### config.mk
export PLATFORM = sky130hd
export DESIGN_NAME = uart_time_parser
export DESIGN_NICKNAME = d
export VERILOG_FILES = /design/src/rtl/uart_time_pkg.sv /design/src/rtl/ascii_digit_decode.sv /design/src/rtl/uart_time_parser.sv
export SDC_FILE = /design/constraint.sdc
export NUM_CORES = 1
export LEC_CHECK = 0
export CAP_MARGIN = 20
export CELL_PAD_IN_SITES_DETAIL_PLACEMENT = 0
export CELL_PAD_IN_SITES_GLOBAL_PLACEMENT = 1
export CORE_MARGIN = 2
export CORE_UTILIZATION = 46
export CTS_BUF_LIST = sky130_fd_sc_hd__clkbuf_4 sky130_fd_sc_hd__clkbuf_8
export CTS_CLUSTER_DIAMETER = 60
export DETAILED_ROUTE_END_ITERATION = 7
export PLACE_DENSITY_LB_ADDON = 0.3
export SLEW_MARGIN = 20
export SYNTH_ARGS = -nofsm -noshare
export SYNTH_HDL_FRONTEND = slang
export SYNTH_SLANG_ARGS = --single-unit
### constraint.sdc
create_clock -name clk -period 3.7 [get_ports clk]
set_input_delay 0.74 -clock clk [delete_from_list [all_inputs] [get_ports clk]]
set_output_delay 0.74 -clock clk [all_outputs]
set_load 0.05 [all_outputs]
### src/rtl/uart_time_pkg.sv
// Shared types and constants for the UART time-set frame parser.
package uart_time_pkg;

  typedef enum logic [2:0] {
    IDLE,
    FIELD,
    EOL,
    CHECK,
    COMMIT,
    ERR
  } state_t;

  localparam logic [7:0] CH_T     = 8'h54;
  localparam logic [7:0] CH_COLON = 8'h3A;
  localparam logic [7:0] CH_LF    = 8'h0A;
  localparam logic [7:0] CH_CR    = 8'h0D;
  localparam logic [7:0] CH_0     = 8'h30;
  localparam logic [7:0] CH_9     = 8'h39;
  localparam logic [7:0] ACK_OK   = 8'h4B;
  localparam logic [7:0] ACK_ERR  = 8'h45;

  localparam logic [6:0] HOUR_MAX    = 7'd24;
  localparam logic [6:0] MIN_SEC_MAX = 7'd60;

  // Two BCD-style digits to binary without a multiplier: t*10 = t*8 + t*2.
  function automatic logic [6:0] bcd_to_bin(input logic [3:0] tens, input logic [3:0] ones);
    return ({3'b000, tens} << 3) + ({3'b000, tens} << 1) + {3'b000, ones};
  endfunction

endpackage

### src/rtl/ascii_digit_decode.sv
// Combinational ASCII digit classifier: byte -> {is_digit, value}.
module ascii_digit_decode
  import uart_time_pkg::*;
(
  input  logic [7:0] ch,
  output logic       is_digit,
  output logic [3:0] value
);

  assign is_digit = (ch >= CH_0) && (ch <= CH_9);
  // Only meaningful when is_digit is set; low nibble of the offset suffices.
  assign value    = 4'(ch - CH_0);

endmodule

### src/rtl/uart_time_parser.sv
// Parses "T HH:MM:SS EOL" frames popped from the RX FIFO into hour/minute/
// second set values, pulsing set_valid on a good frame and frame_err on a
// malformed, out-of-range or timed-out one.
// Optional feature: define UART_TIME_PARSER_ACK_EN to add a TX acknowledge
// ('K' on commit, 'E' on error) through a one-entry pending register.
module uart_time_parser
  import uart_time_pkg::*;
#(
  parameter int DATA_WIDTH    = 8,
  parameter int TIMEOUT_TICKS = 50
) (
  input  logic                  clk,
  input  logic                  rst,
  input  logic                  tick_100hz,
  input  logic [DATA_WIDTH-1:0] rx_data,
  input  logic                  rx_empty,
  output logic                  rx_re,
  output logic [4:0]            set_hour,
  output logic [5:0]            set_min,
  output logic [5:0]            set_sec,
  output logic                  set_valid,
  output logic                  frame_err,
  output logic                  busy
`ifdef UART_TIME_PARSER_ACK_EN
  ,
  output logic [DATA_WIDTH-1:0] tx_data,
  output logic                  tx_we,
  input  logic                  tx_full
`endif
);

  localparam logic [7:0] TIMEOUT_LIM = 8'(TIMEOUT_TICKS - 1);

  state_t     state;
  logic [2:0] pos;
  logic [7:0] idle_cnt;
  logic [3:0] h1, h0, m1, m0, s1, s0;
  logic [7:0] rx_byte;
  logic       is_digit;
  logic [3:0] digit;
  logic       field_ok;
  logic       timeout_hit;
  logic       ack_hold;
  logic [6:0] hour_v, min_v, sec_v;

  assign rx_byte = rx_data[7:0];

  ascii_digit_decode u_digit (
    .ch       (rx_byte),
    .is_digit (is_digit),
    .value    (digit)
  );

  // Positions 2 and 5 are the colon separators, all others are digits.
  assign field_ok = ((pos == 3'd2) || (pos == 3'd5)) ? (rx_byte == CH_COLON) : is_digit;

  assign hour_v = bcd_to_bin(h1, h0);
  assign min_v  = bcd_to_bin(m1, m0);
  assign sec_v  = bcd_to_bin(s1, s0);

  // Pop is gated by reset so bytes waiting during reset are parsed afterwards.
  assign rx_re = rst && !rx_empty && !ack_hold && (state inside {IDLE, FIELD, EOL});

  // A pop in the same cycle as a tick clears the counter, so it never times out.
  assign timeout_hit = tick_100hz && !rx_re && (idle_cnt >= TIMEOUT_LIM);

  assign busy = (state != IDLE);

  // Frame FSM with idle timeout and registered commit/error outputs.
  always_ff @(posedge clk) begin
    if (!rst) begin
      state     <= IDLE;
      pos       <= 3'd0;
      idle_cnt  <= 8'd0;
      set_hour  <= 5'd0;
      set_min   <= 6'd0;
      set_sec   <= 6'd0;
      set_valid <= 1'b0;
      frame_err <= 1'b0;
    end else begin
      set_valid <= 1'b0;
      frame_err <= 1'b0;
      case (state)
        IDLE: begin
          idle_cnt <= 8'd0;
          if (rx_re && (rx_byte == CH_T)) begin
            state <= FIELD;
            pos   <= 3'd0;
          end
        end
        FIELD, EOL: begin
          if (rx_re) begin
            idle_cnt <= 8'd0;
          end else if (tick_100hz) begin
            idle_cnt <= idle_cnt + 8'd1;
          end
          if (rx_re) begin
            if (state == FIELD) begin
              pos <= pos + 3'd1;
              if (!field_ok) begin
                state     <= ERR;
                frame_err <= 1'b1;
              end else if (pos == 3'd7) begin
                state <= EOL;
              end
            end else if ((rx_byte == CH_LF) || (rx_byte == CH_CR)) begin
              state <= CHECK;
            end else begin
              state     <= ERR;
              frame_err <= 1'b1;
            end
          end else if (timeout_hit) begin
            state     <= ERR;
            frame_err <= 1'b1;
          end
        end
        CHECK: begin
          idle_cnt <= 8'd0;
          if ((hour_v >= HOUR_MAX) || (min_v >= MIN_SEC_MAX) || (sec_v >= MIN_SEC_MAX)) begin
            state     <= ERR;
            frame_err <= 1'b1;
          end else begin
            state     <= COMMIT;
            set_valid <= 1'b1;
            set_hour  <= hour_v[4:0];
            set_min   <= min_v[5:0];
            set_sec   <= sec_v[5:0];
          end
        end
        default: begin
          idle_cnt <= 8'd0;
          state    <= IDLE;
        end
      endcase
    end
  end

  // Digit capture; these are pure data and need no reset.
  always_ff @(posedge clk) begin
    if ((state == FIELD) && rx_re) begin
      case (pos)
        3'd0:    h1 <= digit;
        3'd1:    h0 <= digit;
        3'd3:    m1 <= digit;
        3'd4:    m0 <= digit;
        3'd6:    s1 <= digit;
        3'd7:    s0 <= digit;
        default: ;
      endcase
    end
  end

`ifdef UART_TIME_PARSER_ACK_EN
  logic       ack_pend;
  logic [7:0] ack_byte;

  assign ack_hold = ack_pend;
  assign tx_we    = ack_pend && !tx_full;
  assign tx_data  = DATA_WIDTH'(ack_byte);

  // One-entry ack buffer: filled on COMMIT/ERR, drained when TX has room.
  always_ff @(posedge clk) begin
    if (!rst) begin
      ack_pend <= 1'b0;
      ack_byte <= 8'h00;
    end else begin
      if (tx_we) begin
        ack_pend <= 1'b0;
      end
      if ((state == COMMIT) || (state == ERR)) begin
        ack_pend <= 1'b1;
        ack_byte <= (state == COMMIT) ? ACK_OK : ACK_ERR;
      end
    end
  end
`else
  assign ack_hold = 1'b0;
`endif

endmodule

# Word-level counts from Yosys, hierarchy flattened

Cells that the tools add are included.

$lt $le $gt $ge: 6
Bitwise logic cells: 3
Muxes and demuxes: 22
Add/subtract/negate cells: 9
Equality and inequality tests: 19
Reduce and logical (&&, ||, !) cells: 30

Operator list:

| operator                                                              | number |
|---|---|
| 3-bit two-way mux                                                     | 10 |
| 7-bit by 4-bit adder with 7-bit output                                | 3 |
| 7-bit by 5-bit adder with 7-bit output                                | 3 |
| 8-bit by 4-bit equality test with 1-bit output, second input constant | 2 |
| 8-bit by 6-bit >= comparator with 1-bit output, second input constant | 2 |
| 2-bit AND reduction                                                   | 8 |
| 7-bit by 6-bit >= comparator with 1-bit output, second input constant | 2 |
| 3-bit by 2-bit equality test with 1-bit output, second input constant | 4 |
| 3-bit equality test, second input constant                            | 4 |
| 1-bit two-way mux                                                     | 9 |
| 3-bit one-hot mux with 3 select lines                                 | 1 |
| 8-bit by 1-bit adder with 8-bit output, second input constant         | 1 |
| 8-bit by 6-bit equality test with 1-bit output, second input constant | 1 |
| 8-bit by 7-bit equality test with 1-bit output, second input constant | 1 |
| 8-bit by 6-bit <= comparator with 1-bit output, second input constant | 1 |
| 7-bit by 5-bit >= comparator with 1-bit output, second input constant | 1 |
| 1-bit logical AND                                                     | 7 |
| 3-bit by 1-bit equality test with 1-bit output, second input constant | 2 |
| 3-bit logical NOT                                                     | 2 |
| 3-bit one-hot mux with 2 select lines                                 | 1 |
| 3-bit nonzero test                                                    | 2 |
| 5-bit inequality test, second input constant                          | 1 |
| 1-bit logical OR                                                      | 4 |
| 2-bit inequality test, second input constant                          | 2 |
| other kinds (12)                                                      | 15 |

Register bits after elaboration: 57
Output and inout port bits: 21
Bits of input ports: 12
Word-level logic and storage cells: 103

# Logic depth before layout (Yosys ltp)

Gate-level depths: netlist (run 1).

Depth after elaboration: 9
Mapped depth: 12
Depth with buffers taken out: 10

# Modules after synthesis

From an unflattened synthesis (run 1), not the netlist that was laid out.

Cell total of the unflattened synthesis: 299
Area total of the unflattened synthesis: 3133.0 sq um

By module, submodules not included:

| module             | sequential area each (sq um) | cells each | area an instance (sq um) | instances |
|---|---|---|---|---|
| uart_time_parser   | 1381.3                       | 292        | 3070.4                   | 1 |
| ascii_digit_decode | 0.0                          | 7          | 62.6                     | 1 |

# Least setup slack after synthesis (run 1)

No wires, ideal clock.

Kind: flip-flop to flip-flop
Start: register h1[0]
End: register set_min[4]
Slack: 716 ps
Library setup time: 125 ps
Cell stages (with the launch flop): 11
Buffers on the path: 2
Data arrival time: 2859 ps
Clock period less this slack: 2984 ps
Cell sequence: edfxtp_1 fa_1 fa_1 xor2_1 a22oi_1 o211ai_1 or4_1 buf_6 buf_6 o211ai_2 o41ai_2

Cells in the longest elaborated chain, start to end: 7

Ends and longest elaborated chain:

| what                                           | line                    | RTL |
|---|---|---|
| from (decl)                                    | uart_time_parser.sv:37  | `logic [3:0] h1, h0, m1, m0, s1, s0;` |
| from (signal assigned)                         | uart_time_parser.sv:142 | `3'd0: h1 <= digit;` |
| 7-bit by 5-bit adder with 7-bit output         | uart_time_pkg.sv:27     | `return ({3'b000, tens} << 3) + ({3'b000, tens} << 1) + {3'b000, ones};` |
| 7-bit by 4-bit adder with 7-bit output         | uart_time_pkg.sv:27     |  |
| 7-bit by 5-bit >= comparator with 1-bit output | uart_time_parser.sv:119 | `if ((hour_v >= HOUR_MAX) \|\| (min_v >= MIN_SEC_MAX) \|\| (sec_v >= MIN_SEC_MAX)) begin` |
| 1-bit logical OR (2 in series)                 | uart_time_parser.sv:119 |  |
| 1-bit NOT (no source line)                     | n/a                     |  |
| 2-bit AND reduction (no source line)           | n/a                     |  |
| to (signal assigned)                           | uart_time_parser.sv:126 | `set_min <= min_v[5:0];` |
| to (decl)                                      | uart_time_parser.sv:19  | `output logic [5:0] set_min,` |

Every way passes these cells.
A chain may end at the register's enable or synchronous reset.

# Worst setup path in the final report (run 1)

Start: register h1[0]
End: register state[0]

Cells in the longest elaborated chain, start to end: 7

Ends and longest elaborated chain:

| what                                           | line                    | RTL |
|---|---|---|
| 7-bit by 5-bit adder with 7-bit output         | uart_time_pkg.sv:27     |  |
| 7-bit by 4-bit adder with 7-bit output         | uart_time_pkg.sv:27     |  |
| 7-bit by 5-bit >= comparator with 1-bit output | uart_time_parser.sv:119 |  |
| 1-bit logical OR (2 in series)                 | uart_time_parser.sv:119 |  |
| 1-bit two-way mux                              | uart_time_parser.sv:119 |  |
| 3-bit one-hot mux with 3 select lines          | uart_time_parser.sv:83  | `case (state)` |
| to (signal assigned)                           | uart_time_parser.sv:87  | `state <= FIELD;` |
| to (signal assigned)                           | uart_time_parser.sv:120 | `state <= ERR;` |
| to (signal assigned)                           | uart_time_parser.sv:123 | `state <= COMMIT;` |
| to (decl)                                      | uart_time_parser.sv:34  | `state_t state;` |

Every way passes these cells.

==> results of run 1 <==
per-layer routing:
metal	vias up	GRT usage, %
met5	-	0
met4	0	8.51
met3	11	4.43
met2	48	28.8
met1	1045	22.8
li1	1145	-
critical path, cell delays in order (launching register included):
cell      delay [ps]
edfxtp_1         440
fa_1             560
fa_1             470
xor2_1           190
a22oi_1          160
o211ai_1         140
or4_1            850
o31ai_1          350
o21ai_0          120
cell type report:
cell class              count  area [um2]  share of cell area, %
clock buffers               9         124                   3.36
multi-input cells         214        1580                   42.9
well taps                  77        96.3                   2.61
clock inverters             7         103                   2.78
flip-flops and latches     57        1380                   37.4
repair buffers             36         348                   9.42
inverters                  15        56.3                   1.53
stage by stage:
step	instance area, um2	cells	hold WS, ps	total power (W)
after detailed placement	3460	399	461	0.000741
after CTS	3690	415	471	0.00141
final	3690	415	472	0.00139
after global routing	3690	415	504	0.00144
after global placement	3460	399	453	0.000741
after floorplan	3080	297	465	0.000711
logic make-up after synthesis:
family	after synthesis	share of synthesized area [%]
AOI/OAI and AO/OA	68	14.1
DFF	57	44.8
adders and majority gates	36	16.1
muxes	4	1.30
xor gates and xnor gates	16	4.54
buffers and inverters	26	3.89
and+or+nand+nor	90	15.3
cell usage after synthesis (all sizes together) (2+ instances only):
cell     n
and3     5
or2      2
a211oi   4
nor4b    2
o21ai   18
xnor2   10
mux2i    4
nand2   16
or3      2
or4      3
nand2b   4
nor2    24
nand3   16
nand4    5
nor3b    3
ha      30
xor2     6
inv     15
o211ai   2
and2     2
edfxtp  24
buf      8
clkbuf   3
dfxtp   33
fa       6
a21oi   28
a21o     5
flip-flops by register name, indices dropped and copies added, names as in the netlist, 5 cells and up:
| signal | cells |
|---|---|
| idle_cnt | 8 |
| set_hour | 5 |
| set_min | 6 |
| set_sec | 6 |
worst paths after layout:
check / startpoint / endpoint / slack (ps) / depth (start not counted)
hold reg to reg: set_hour[4]$_SDFFE_PN0P_ / set_hour[4]$_SDFFE_PN0P_ / 470 / 2
setup / recovery: h1[0]$_DFFE_PP_ / state[0]$_SDFFE_PN0P_ / 270 / 8
setup reg to reg: h1[0]$_DFFE_PP_ / state[0]$_SDFFE_PN0P_ / 270 / 8
hold / removal: set_hour[4]$_SDFFE_PN0P_ / set_hour[4]$_SDFFE_PN0P_ / 470 / 2
power by group through the flow:
stage	combinational (W)	clock, W	sequential, W
floorplan	0.0000396	0	0.000671
global placement	0.0000681	0	0.000673
detailed placement	0.0000683	0	0.000673
CTS	0.0000691	0.000679	0.000658
global route	0.0000751	0.000707	0.000659
finish	0.0000686	0.000663	0.000659
==> impl_metrics.csv, run 1 <==
group,metric,value,unit
finish,fin_nets,381,
global_route,grt_max_degree,23,
placement,place_ws,307,ps
power_and_ir_drop,power_switching,0.000323,W
timing,slew_headroom,57.1,%
route,drc,0,
route,drt_iter0_drc,130,
timing,setup_viol,0,
route,wl_per_cell,14.9,um
clock_tree,h-tree-depth,3,
clock_tree,cts_sinks,57,
synthesis,yosysWarnings,0,
synthesis,yosysSeqAreaShare,44.8,%
timing,hold_viol,0,
run_status,status,"finished, final reports clean",
placement,place_congestion,0.867,
timing,tightestPinTransition,644,ps
critical_path,crit_type,"reg -> reg",
finish,fillers,564,
power_and_ir_drop,cellInternalPower,0.00107,W
critical_path,end_kind,"flop",
synthesis,synthFlopType,"dfxtp_1",
power_and_ir_drop,vdd.ir_drop.worst,0.189,mV
clock_tree,ctsHoldBuffers,0,
floorplan,initial_core_util,48.0,%
timing,slew_violations,0,
route,via_count,2249,
floorplan,ios,33,
synthesis,ys_top_cells_by_area,"edfxtp_1 (23%), dfxtp_1 (21%), ha_1 (12%)",
floorplan,coreArea,6420,um2
global_route,grt_use_total,18.0,%
route,ant_nets,0,
power_and_ir_drop,clkPwrFrac,47.7,%
synthesis,netlist_instances,297,
global_route,grt_pass1_vias,2088,
power_and_ir_drop,p_leak,1.38,nW
finish,area_delta_synth_final,19.7,%
power_and_ir_drop,p_per_area,377,nW/um2
power_and_ir_drop,p_sw_share,23.2,%
critical_path,crit_arrival,3630,ps
synthesis,synth_edf_count,24,
synthesis,syn-num-nets,345,
route,firstDrtPassIters,6,
power_and_ir_drop,seqPwrFrac,47.4,%
finish,diodes,0,
run,max_cap_viol_count,0,
finish,final_cell_mix,"dfxtp_1 (33), clkdlybuf4s50_1 (31), ha_1 (30)",
global_route,antenna_found_initial,0,
clock_tree,cts_buffers,9,
clock_tree,cts_root_buf,"clkbuf_8",
placement,numPortBuffers,32,
timing,fin_setup_tns,0,ps
synthesis,synth.cell_area,3080,um2
floorplan,die-area,7380,um2
clock_tree,cts_tree,"yes",
synthesis,synth_top_area_share,23.4,%
global_route,grt.overflow.total,0,
clock_tree,cts_buffer_depth,2,
synthesis,ys_async_sr_fraction,0,%
timing,timing.fmax,292,MHz
route,wl_met2,2.91,mm
critical_path,start_kind,"flop",
route,totalWireLength,6.18,mm
timing,rsz0062_at_grt,"no",
floorplan,rows,29,
clock_tree,clk_pin_slew,70,ps
clock_tree,cts_resized,0,
finish,final_layout_size_suffix_gt1_share,9.47,%
route,maxUsedRoutingLayer,"met4",
route,wl_met3,240,um
synthesis,yosys_register_bits,57,
route,wl_met1,2.91,mm
hold_path,hold_path.class,"reg -> reg",
timing,period_share,92.6,%
timing,min_period,3430,ps
placement,hpwl,4.56,mm
global_route,grt_pass1_wl,10.0,mm
floorplan,die_width,85.9,um
timing,fin_ws,274,ps
timing,clock_skew,11.9,ps
finish,final_core_util,57.5,%
route,vias_per_cell,5.42,
critical_path,worstPathRequired,3910,ps
synthesis,yosys.area.top_type,"edfxtp_1",
finish,final_common_cell,"dfxtp_1",
critical_path,crit_path_max_fanout,19,
synthesis,synth_area_per_cell,10.4,um2
synthesis,yosysUniqueCellTypes,48,
power_and_ir_drop,combinationalPowerShare,4.9,%
clock_tree,post-cts-setup-buffer-count,0,
clock_tree,clkLatencyLatePin,340,ps
floorplan,die_h,85.9,um
No activity file was read; power rests on OpenSTA's default activity.
==> run 2, diff against run 1 <==
CORE_UTILIZATION = 43   (was 46)
==> run 2 against run 1 <==
Compared with the run above: final cell count is 5.3% higher; setup slack better by 270 ps; sequential share of layout area is 0.10 points higher; clock skew is 5.6 ps lower; register-to-register slack better by 270 ps; non-clock buffer count is 3 higher; design area is 0.27% lower; clock power is 24% lower; routed wire length is 1.1% higher; combinational power is 2% higher; via count is 2.5% higher; flip-flop and latch count stayed put.
==> impl_metrics.csv, run 2 (synthesis gave the netlist of run 1 again) <==
group,metric,value,unit
route,via_count,2306,
critical_path,worstPathRequired,3970,ps
critical_path,r2r_cells,9,
timing,setup_viol,0,
power_and_ir_drop,seqPwrFrac,53.6,%
finish,area_delta_synth_final,19.4,%
power_and_ir_drop,vdd.ir_drop.worst,0.165,mV
timing,rsz0062_at_grt,"no",
global_route,grt_max_degree,23,
power_and_ir_drop,p_sw_share,24.8,%
hold_path,hold_path.class,"reg -> reg",
finish,largest-register,"idle_cnt",
finish,fin_nets,384,
timing,clock_skew,6.26,ps
route,vias_per_cell,5.28,
critical_path,crit_type,"reg -> reg",
placement,hpwl,4.65,mm
finish,final_common_cell,"dfxtp_1",
critical_path,r2r-end,"set_hour[4]$_SDFFE_PN0P_",
power_and_ir_drop,power_switching,0.000305,W
route,wl_per_cell,14.3,um
finish,largest_reg_flops,8,
finish,final_cells,437,
floorplan,rows,30,
power_and_ir_drop,p_leak,1.36,nW
global_route,grt.overflow.total,0,
hold_path,min_from,"set_hour[4]$_SDFFE_PN0P_",
floorplan,die-area,7870,um2
route,drc,0,
floorplan,ios,33,
timing,slew_headroom,59.4,%
clock_tree,cts_sinks,57,
placement,numPortBuffers,32,
placement,place_congestion,0.868,
clock_tree,cts_buffer_depth,2,
clock_tree,cts_root_buf,"clkbuf_8",
timing,min_period,3160,ps
clock_tree,clk_pin_slew,70,ps
power_and_ir_drop,finalPower,0.00123,W
critical_path,crit_arrival,3430,ps
route,firstDrtPassIters,4,
run_status,status,"finished, final reports clean",
power_and_ir_drop,cellInternalPower,0.000925,W
finish,final_cell_mix,"dfxtp_1 (33), clkdlybuf4s50_1 (31), ha_1 (30)",
floorplan,die_h,88.7,um
critical_path,crit_path_max_fanout,17,
route,totalWireLength,6.26,mm
clock_tree,h-tree-depth,3,
timing,hold_viol,0,
hold_path,holdPathStages,2,
clock_tree,post-cts-setup-buffer-count,0,
power_and_ir_drop,p_per_area,334,nW/um2
finish,reg.largest.list,"idle_cnt (8), set_min (6), set_sec (6)",
critical_path,rr_startpoint,"h1[2]$_DFFE_PP_",
route,drt_iter0_drc,57,
global_route,grt_use_total,17.6,%
finish,final_layout_size_suffix_gt1_share,9.97,%
critical_path,ff2ff_setup_slack,540,ps
power_and_ir_drop,clkPwrFrac,40.7,%
power_and_ir_drop,combinationalPowerShare,5.7,%
global_route,grt_pass1_vias,2190,
finish,diodes,0,
timing,fin_setup_tns,0,ps
clock_tree,cts_tree,"yes",
timing,tightestPinTransition,609,ps
run,max_cap_viol_count,0,
clock_tree,ctsHoldBuffers,0,
floorplan,coreArea,6870,um2
floorplan,die_width,88.7,um
critical_path,start_kind,"flop",
critical_path,end_kind,"flop",
timing,slew_violations,0,
route,ant_nets,0,
clock_tree,cts_buffers,9,
clock_tree,cts_resized,0,
timing,timing.hold.ws,469,ps
clock_tree,clkLatencyLatePin,340,ps
global_route,grt_pass1_wl,10.3,mm
placement,place_inst,421,
timing,timing.fmax,317,MHz
timing,period_share,85.3,%
global_route,antenna_found_initial,0,
hold_path,hold_end,"set_hour[4]$_SDFFE_PN0P_",
floorplan,initial_core_util,44.9,%
## run 2: cell count changes in the layout (fill, tap and decap cells not counted), sizes merged
cell / change
bufinv: -2
clkinvlp: +1
buf: +3
clkinv: +1
## run 2: area by class of cell
class                      count  area, um2
clock buffer                   9        124
clock inverter                 7       46.3
multi-input combinational    214       1580
tap                           96        120
timing repair buffer          39        370
inverter                      15       56.3
fill                         635       3190
sequential                    57       1380
## run 2: per-layer routing
metal,GRT usage [%],wire [um]
met4,9.64,162
met3,4.10,192
met5,0,0
met1,22.4,2970
met2,27.7,2930
## run 2: power by group through the flow
stage	combinational, W	sequential (W)	clock (W)
after floorplan	0.0000396	0.000671	0
after global placement	0.0000698	0.000673	0
after detailed placement	0.0000696	0.000673	0
after CTS	0.0000700	0.000659	0.000518
after global routing	0.0000767	0.000659	0.000543
final	0.0000700	0.000659	0.000501
## run 2: per-stage QoR
step           utilization [%]  cell area (um2)  setup WS, ps
6_report                  53.6             3680           543
5_1_grt                   53.6             3680           296
4_1_cts                   53.6             3680           521
3_5_place_dp              51.1             3510           544
3_3_place_gp              51.1             3510           617
2_1_floorplan                -             3080           716
## run 2: worst max-delay path by stage
stage	end	slack [ps]	startpoint	cells after the start
global route	set_hour[4]$_SDFFE_PN0P_	300	h1[2]$_DFFE_PP_	9
floorplan	set_min[4]$_SDFFE_PN0P_	720	h1[0]$_DFFE_PP_	10
CTS	set_hour[4]$_SDFFE_PN0P_	520	h1[2]$_DFFE_PP_	9
finish	set_hour[4]$_SDFFE_PN0P_	540	h1[2]$_DFFE_PP_	9
detailed placement	set_hour[4]$_SDFFE_PN0P_	540	h1[2]$_DFFE_PP_	9
global placement	set_min[0]$_SDFFE_PN0P_	620	h1[0]$_DFFE_PP_	9
## run 2: worst max-delay path, cell delays in order, from the launching register on
cell and delay, ps:
edfxtp_1 440, fa_1 530, fa_1 480, xor2_1 190, a22oi_1 140, o211ai_1 140
or4_1 580, buf_4 230, nor2_2 170, mux2i_1 180
==> variant 1 (settings of run 1) <==
Put one more register stage on the output `frame_err`, with the module's reset. The value now appears one clock later. The other outputs are not delayed to match.
--- a/src/rtl/uart_time_parser.sv
+++ b/src/rtl/uart_time_parser.sv
@@ -32,2 +32,4 @@
   localparam logic [7:0] TIMEOUT_LIM = 8'(TIMEOUT_TICKS - 1);
+
+  logic frame_err_s0;
 
@@ -78,6 +80,6 @@
       set_valid <= 1'b0;
-      frame_err <= 1'b0;
+      frame_err_s0 <= 1'b0;
     end else begin
       set_valid <= 1'b0;
-      frame_err <= 1'b0;
+      frame_err_s0 <= 1'b0;
       case (state)
@@ -101,3 +103,3 @@
                 state     <= ERR;
-                frame_err <= 1'b1;
+                frame_err_s0 <= 1'b1;
               end else if (pos == 3'd7) begin
@@ -109,3 +111,3 @@
               state     <= ERR;
-              frame_err <= 1'b1;
+              frame_err_s0 <= 1'b1;
             end
@@ -113,3 +115,3 @@
             state     <= ERR;
-            frame_err <= 1'b1;
+            frame_err_s0 <= 1'b1;
           end
@@ -120,3 +122,3 @@
             state     <= ERR;
-            frame_err <= 1'b1;
+            frame_err_s0 <= 1'b1;
           end else begin
@@ -179,2 +181,10 @@
 
+  always_ff @(posedge clk) begin
+    if (!rst) begin
+      frame_err <= '0;
+    end else begin
+      frame_err <= frame_err_s0;
+    end
+  end
+
 endmodule
Formal check against the unedited RTL: not equivalent (a bounded check fails within 4 cycles, from zero or initial values and one cycle with rst low).
==> variant 1 against run 1 <==
  * Setup slack improved by 150 ps
  * Area after synthesis is 1.1% higher
  * Critical path depth is 3 higher
  * Global-route usage increased by 0.46 points
  * Largest cell class unchanged
  * Sequential share of layout area shrank 0.44 points
  * Power is 0.76% higher
  * Highest routed layer unchanged
  * Design area increased by 2.6%
  * Wire length increased by 4.4%
  * First-iteration DRC count fell by 22%
  * Non-clock buffer count increased by 5
  * Sequential cell count rose by 1
  * Via count is 4.4% higher
==> variant 1: results (changes against run 1) <==
Distinct cells, synth 49 (+2.1%); Synth Flop Type dfxtp_1; Detail Route met3 WL 290 µm (+21%); Hold Startpoint frame_err_s0$_SDFF_PN0_; Setup TNS 0 ps (unchanged); Placed Area 0.00356 mm² (+2.6%); post_cts resized 0 (unchanged); largest net degree at the start of global routing 24 (+4.3%); number of CTS-inserted buffers 9 (unchanged); Setup WS pre-CTS 400 ps (+93.1 ps); global-route wire length before repair 10400 µm (+3.8%); syn_nets 351 (+1.7%); synth cell count leaders dfxtp_1, ha_1, a21oi_1, edfxtp_1, inv_1; R2R depth 11 (+3); CP top delay family adder cells; initial antenna violation count 0 (unchanged); filler instances 561 (-0.53%); worst clock skew 13.5 ps (+1.58 ps); nets 395 (+3.7%); Port Buffer Count 32 (unchanged); Lkg Pwr 1.49 nW (+8.4%); Crit path arrival time 3490 ps (-140 ps); WL/cell 15.1 µm (+1.0%); DR top layer met4; placer congestion estimate 0.861 (-0.72%); initial DRC count 101 (-22%); setup ws final 426 ps (+152 ps); n_diodes 0 (unchanged); largest registers idle_cnt: 8 flops, set_min: 6 flops, set_sec: 6 flops; Vias 2349 (+4.4%); CP endpoint set_sec[5]$_SDFFE_PN0P_; Yosys Warn Count 0 (unchanged); Post-synth EDFFs 24 (unchanged); CP max stage delay 680 ps (-170 ps); M1 WL 2880 µm (-1.3%); CP Max Fanout 13 (-6); Final ANT Viol Nets 0 (unchanged); Hold WC Path Type register to register; share of layout cells above drive strength 1 0.105 (+0.0104); root buf cell clkbuf_8; dominant cells by area after synthesis edfxtp_1, dfxtp_1, ha_1; DP Wirelength 4890 µm (+7.1%); Net Sw Frac 0.201 (-0.0310); Clock Tree Buf Depth 2 (unchanged); Setup crit start h1[0]$_DFFE_PP_; DRT Pass-1 Iters 4 (-2); Seq/Total Area, Yosys 0.450 (+0.00175); insertion delay to the later sink of the worst-skew pair between 300 and 400 ps; max_slew headroom 0.617 (+0.0468); Post-CTS Setup Inserts 0 (unchanged); ys async rst share 0 (unchanged); run status completed; Clock Pin Slew Worst Setup and Hold Paths 70 ps (about the same); Slowest cell on crit path or4_1; metal2 WL 3200 µm (+9.8%); Peak supply drop 0.246 mV (+30%); H-Tree Depth 3 (unchanged); number of global-route vias before repair 2218 (+6.2%); mapped cell area 0.00312 mm² (+1.1%); GRT Overall Usage 0.184 (+0.00456)
## variant 1: changes by cell type after synthesis, sizes merged, moves of 2 or more
cell / before / now
a31oi: 0 / 2
nor2: 24 / 22
buf: 8 / 5
nor3: 1 / 4
nand4: 5 / 3
nand2b: 4 / 2
and3: 5 / 7
inv: 15 / 23
nor2b: 1 / 5
## variant 1: cell families (layout without fill, tap and decap cells)
logic type / count (synthesis) / in the layout / synth area share
AOI/OAI and AO/OA: 66 / 66 / 0.130
xor gates and xnor gates: 16 / 16 / 0.0450
adders and majority gates: 36 / 36 / 0.159
buffers and inverters: 32 / 81 / 0.0438
DFF: 58 / 58 / 0.450
muxes: 6 / 6 / 0.0197
and+or+nand+nor: 89 / 89 / 0.153
## variant 1: metal layers
metal | track usage | vias to the layer above
met5 | 0 | -
met4 | 0.0795 | 0
met3 | 0.0495 | 8
met2 | 0.300 | 63
met1 | 0.232 | 1099
li1 | - | 1179
## variant 1: power groups by stage
stage,Sequential (mW),Clock (mW),Combinational (mW)
6_report,0.669,0.664,0.0683
2_1_floorplan,0.682,0,0.0332
3_5_place_dp,0.682,0,0.0680
3_3_place_gp,0.683,0,0.0679
4_1_cts,0.668,0.676,0.0683
5_1_grt,0.668,0.707,0.0735
## variant 1: how the worst min path moves through the flow
stage / end / cells past startpoint
after floorplan: frame_err$_SDFF_PN0_ / 1
final: frame_err$_SDFF_PN0_ / 1
after global routing: frame_err$_SDFF_PN0_ / 1
after CTS: frame_err$_SDFF_PN0_ / 1
after global placement: frame_err$_SDFF_PN0_ / 1
after detailed placement: frame_err$_SDFF_PN0_ / 1
## variant 1: area by class of cell
cell class                 instances  share of cell area
multi-input combinational        213               0.417
clock buffer                      12              0.0419
inverter                          24              0.0241
clock inverter                     4              0.0195
tap                               77              0.0254
timing repair buffer              41               0.102
sequential                        58               0.370
## variant 1: stage by stage
step           hold WS, ps  std cells  power (mW)   util
2_1_floorplan          426        303       0.716      -
3_3_place_gp           444        413       0.750  0.551
3_5_place_dp           455        413       0.750  0.551
4_1_cts                474        429        1.41  0.587
5_1_grt                481        429        1.45  0.587
6_report               467        429        1.40  0.587
==> variant 2 (config.mk and constraints of run 1) <==
Without the edit above. Add a define of `UART_TIME_PARSER_ACK_EN`.
--- a/src/rtl/uart_time_parser.sv
+++ b/src/rtl/uart_time_parser.sv
@@ -5,2 +5,4 @@
 // ('K' on commit, 'E' on error) through a one-entry pending register.
+`define UART_TIME_PARSER_ACK_EN
+
 module uart_time_parser
Interface: changed (added tx_data, tx_full and tx_we); port bits go from 33 to 43. No check against the original RTL was run, so the function may have changed too.
==> variant 2 against run 1 <==
  * Power fell by 4.7%
  * Global-route usage rose by 0.82 points
  * Hold slack got worse by 18 ps
  * Design area rose by 7.4%
  * Largest power group is now registers
  * Area after synthesis rose by 7.8%
  * Sequential cell count rose by 4
  * Cell count rose by 11%
  * Critical path type unchanged
  * Non-clock buffer count rose by 6
  * Setup slack improved by 300 ps
  * Wire length rose by 3.7%
==> variant 2: results (changes against run 1) <==
run status completed; fin cells 459 (+11%); mux cell area share after synthesis 0.0666 (+0.0536); placer congestion estimate 0.798 (-7.9%); Pwr top registers; nets 407 (+6.8%); Power Density 334 mW/mm² (-11%); switching power 0.285 mW (-12%); GRT Overall Usage 0.188 (+0.00820); DP Wirelength 4730 µm (+3.6%); DRT Pass-1 Iters 4 (-2); number of global-route vias before repair 2415 (+16%); Compound-Gate Fraction of Synth Area 0.0704 (-0.0708); Crit path arrival time 3390 ps (-240 ps); global-route wire length before repair 11300 µm (+13%); Peak supply drop 0.206 mV (+8.8%); Vias 2298 (+2.2%); share of layout cells above drive strength 1 0.0551 (-0.0396); Seq/Total Area, Yosys 0.440 (-0.00828); WL final 6410 µm (+3.7%); max_slew headroom 0.633 (+0.0629); CP max stage delay 540 ps (-310 ps); initial DRC count 49 (-62%); Setup WS pre-CTS 612 ps (+306 ps); worst clock skew 8.88 ps (-3.03 ps); CP Max Fanout 9 (-10); filler instances 650 (+15%); Clk network pwr share 0.430 (-0.047); sequential power share 0.527 (+0.053)
## variant 2: final timing paths
check | slack, ps | end | from | cells after the start
setup reg to reg | 570 | set_hour[0]$_SDFFE_PN0P_ | h1[0]$_DFFE_PP_ | 9
hold / removal | 450 | set_sec[2]$_SDFFE_PN0P_ | set_sec[2]$_SDFFE_PN0P_ | 2
hold reg to reg | 450 | set_sec[2]$_SDFFE_PN0P_ | set_sec[2]$_SDFFE_PN0P_ | 2
setup / recovery | 570 | set_hour[0]$_SDFFE_PN0P_ | h1[0]$_DFFE_PP_ | 9
## variant 2: per-layer routing
metal	track usage	routed length [µm]
met2	0.308	3080
met4	0.0868	121
met3	0.0360	147
met1	0.241	3060
met5	0	0
## variant 2: cell type report
type	count	area, µm²	area share
multi-input cells	221	1680	0.425
inverters	23	86.3	0.0218
clock inverters	6	52.6	0.0133
clock buffers	10	138	0.0347
repair buffers	42	423	0.107
flip-flops and latches	61	1460	0.369
well taps	96	120	0.0303
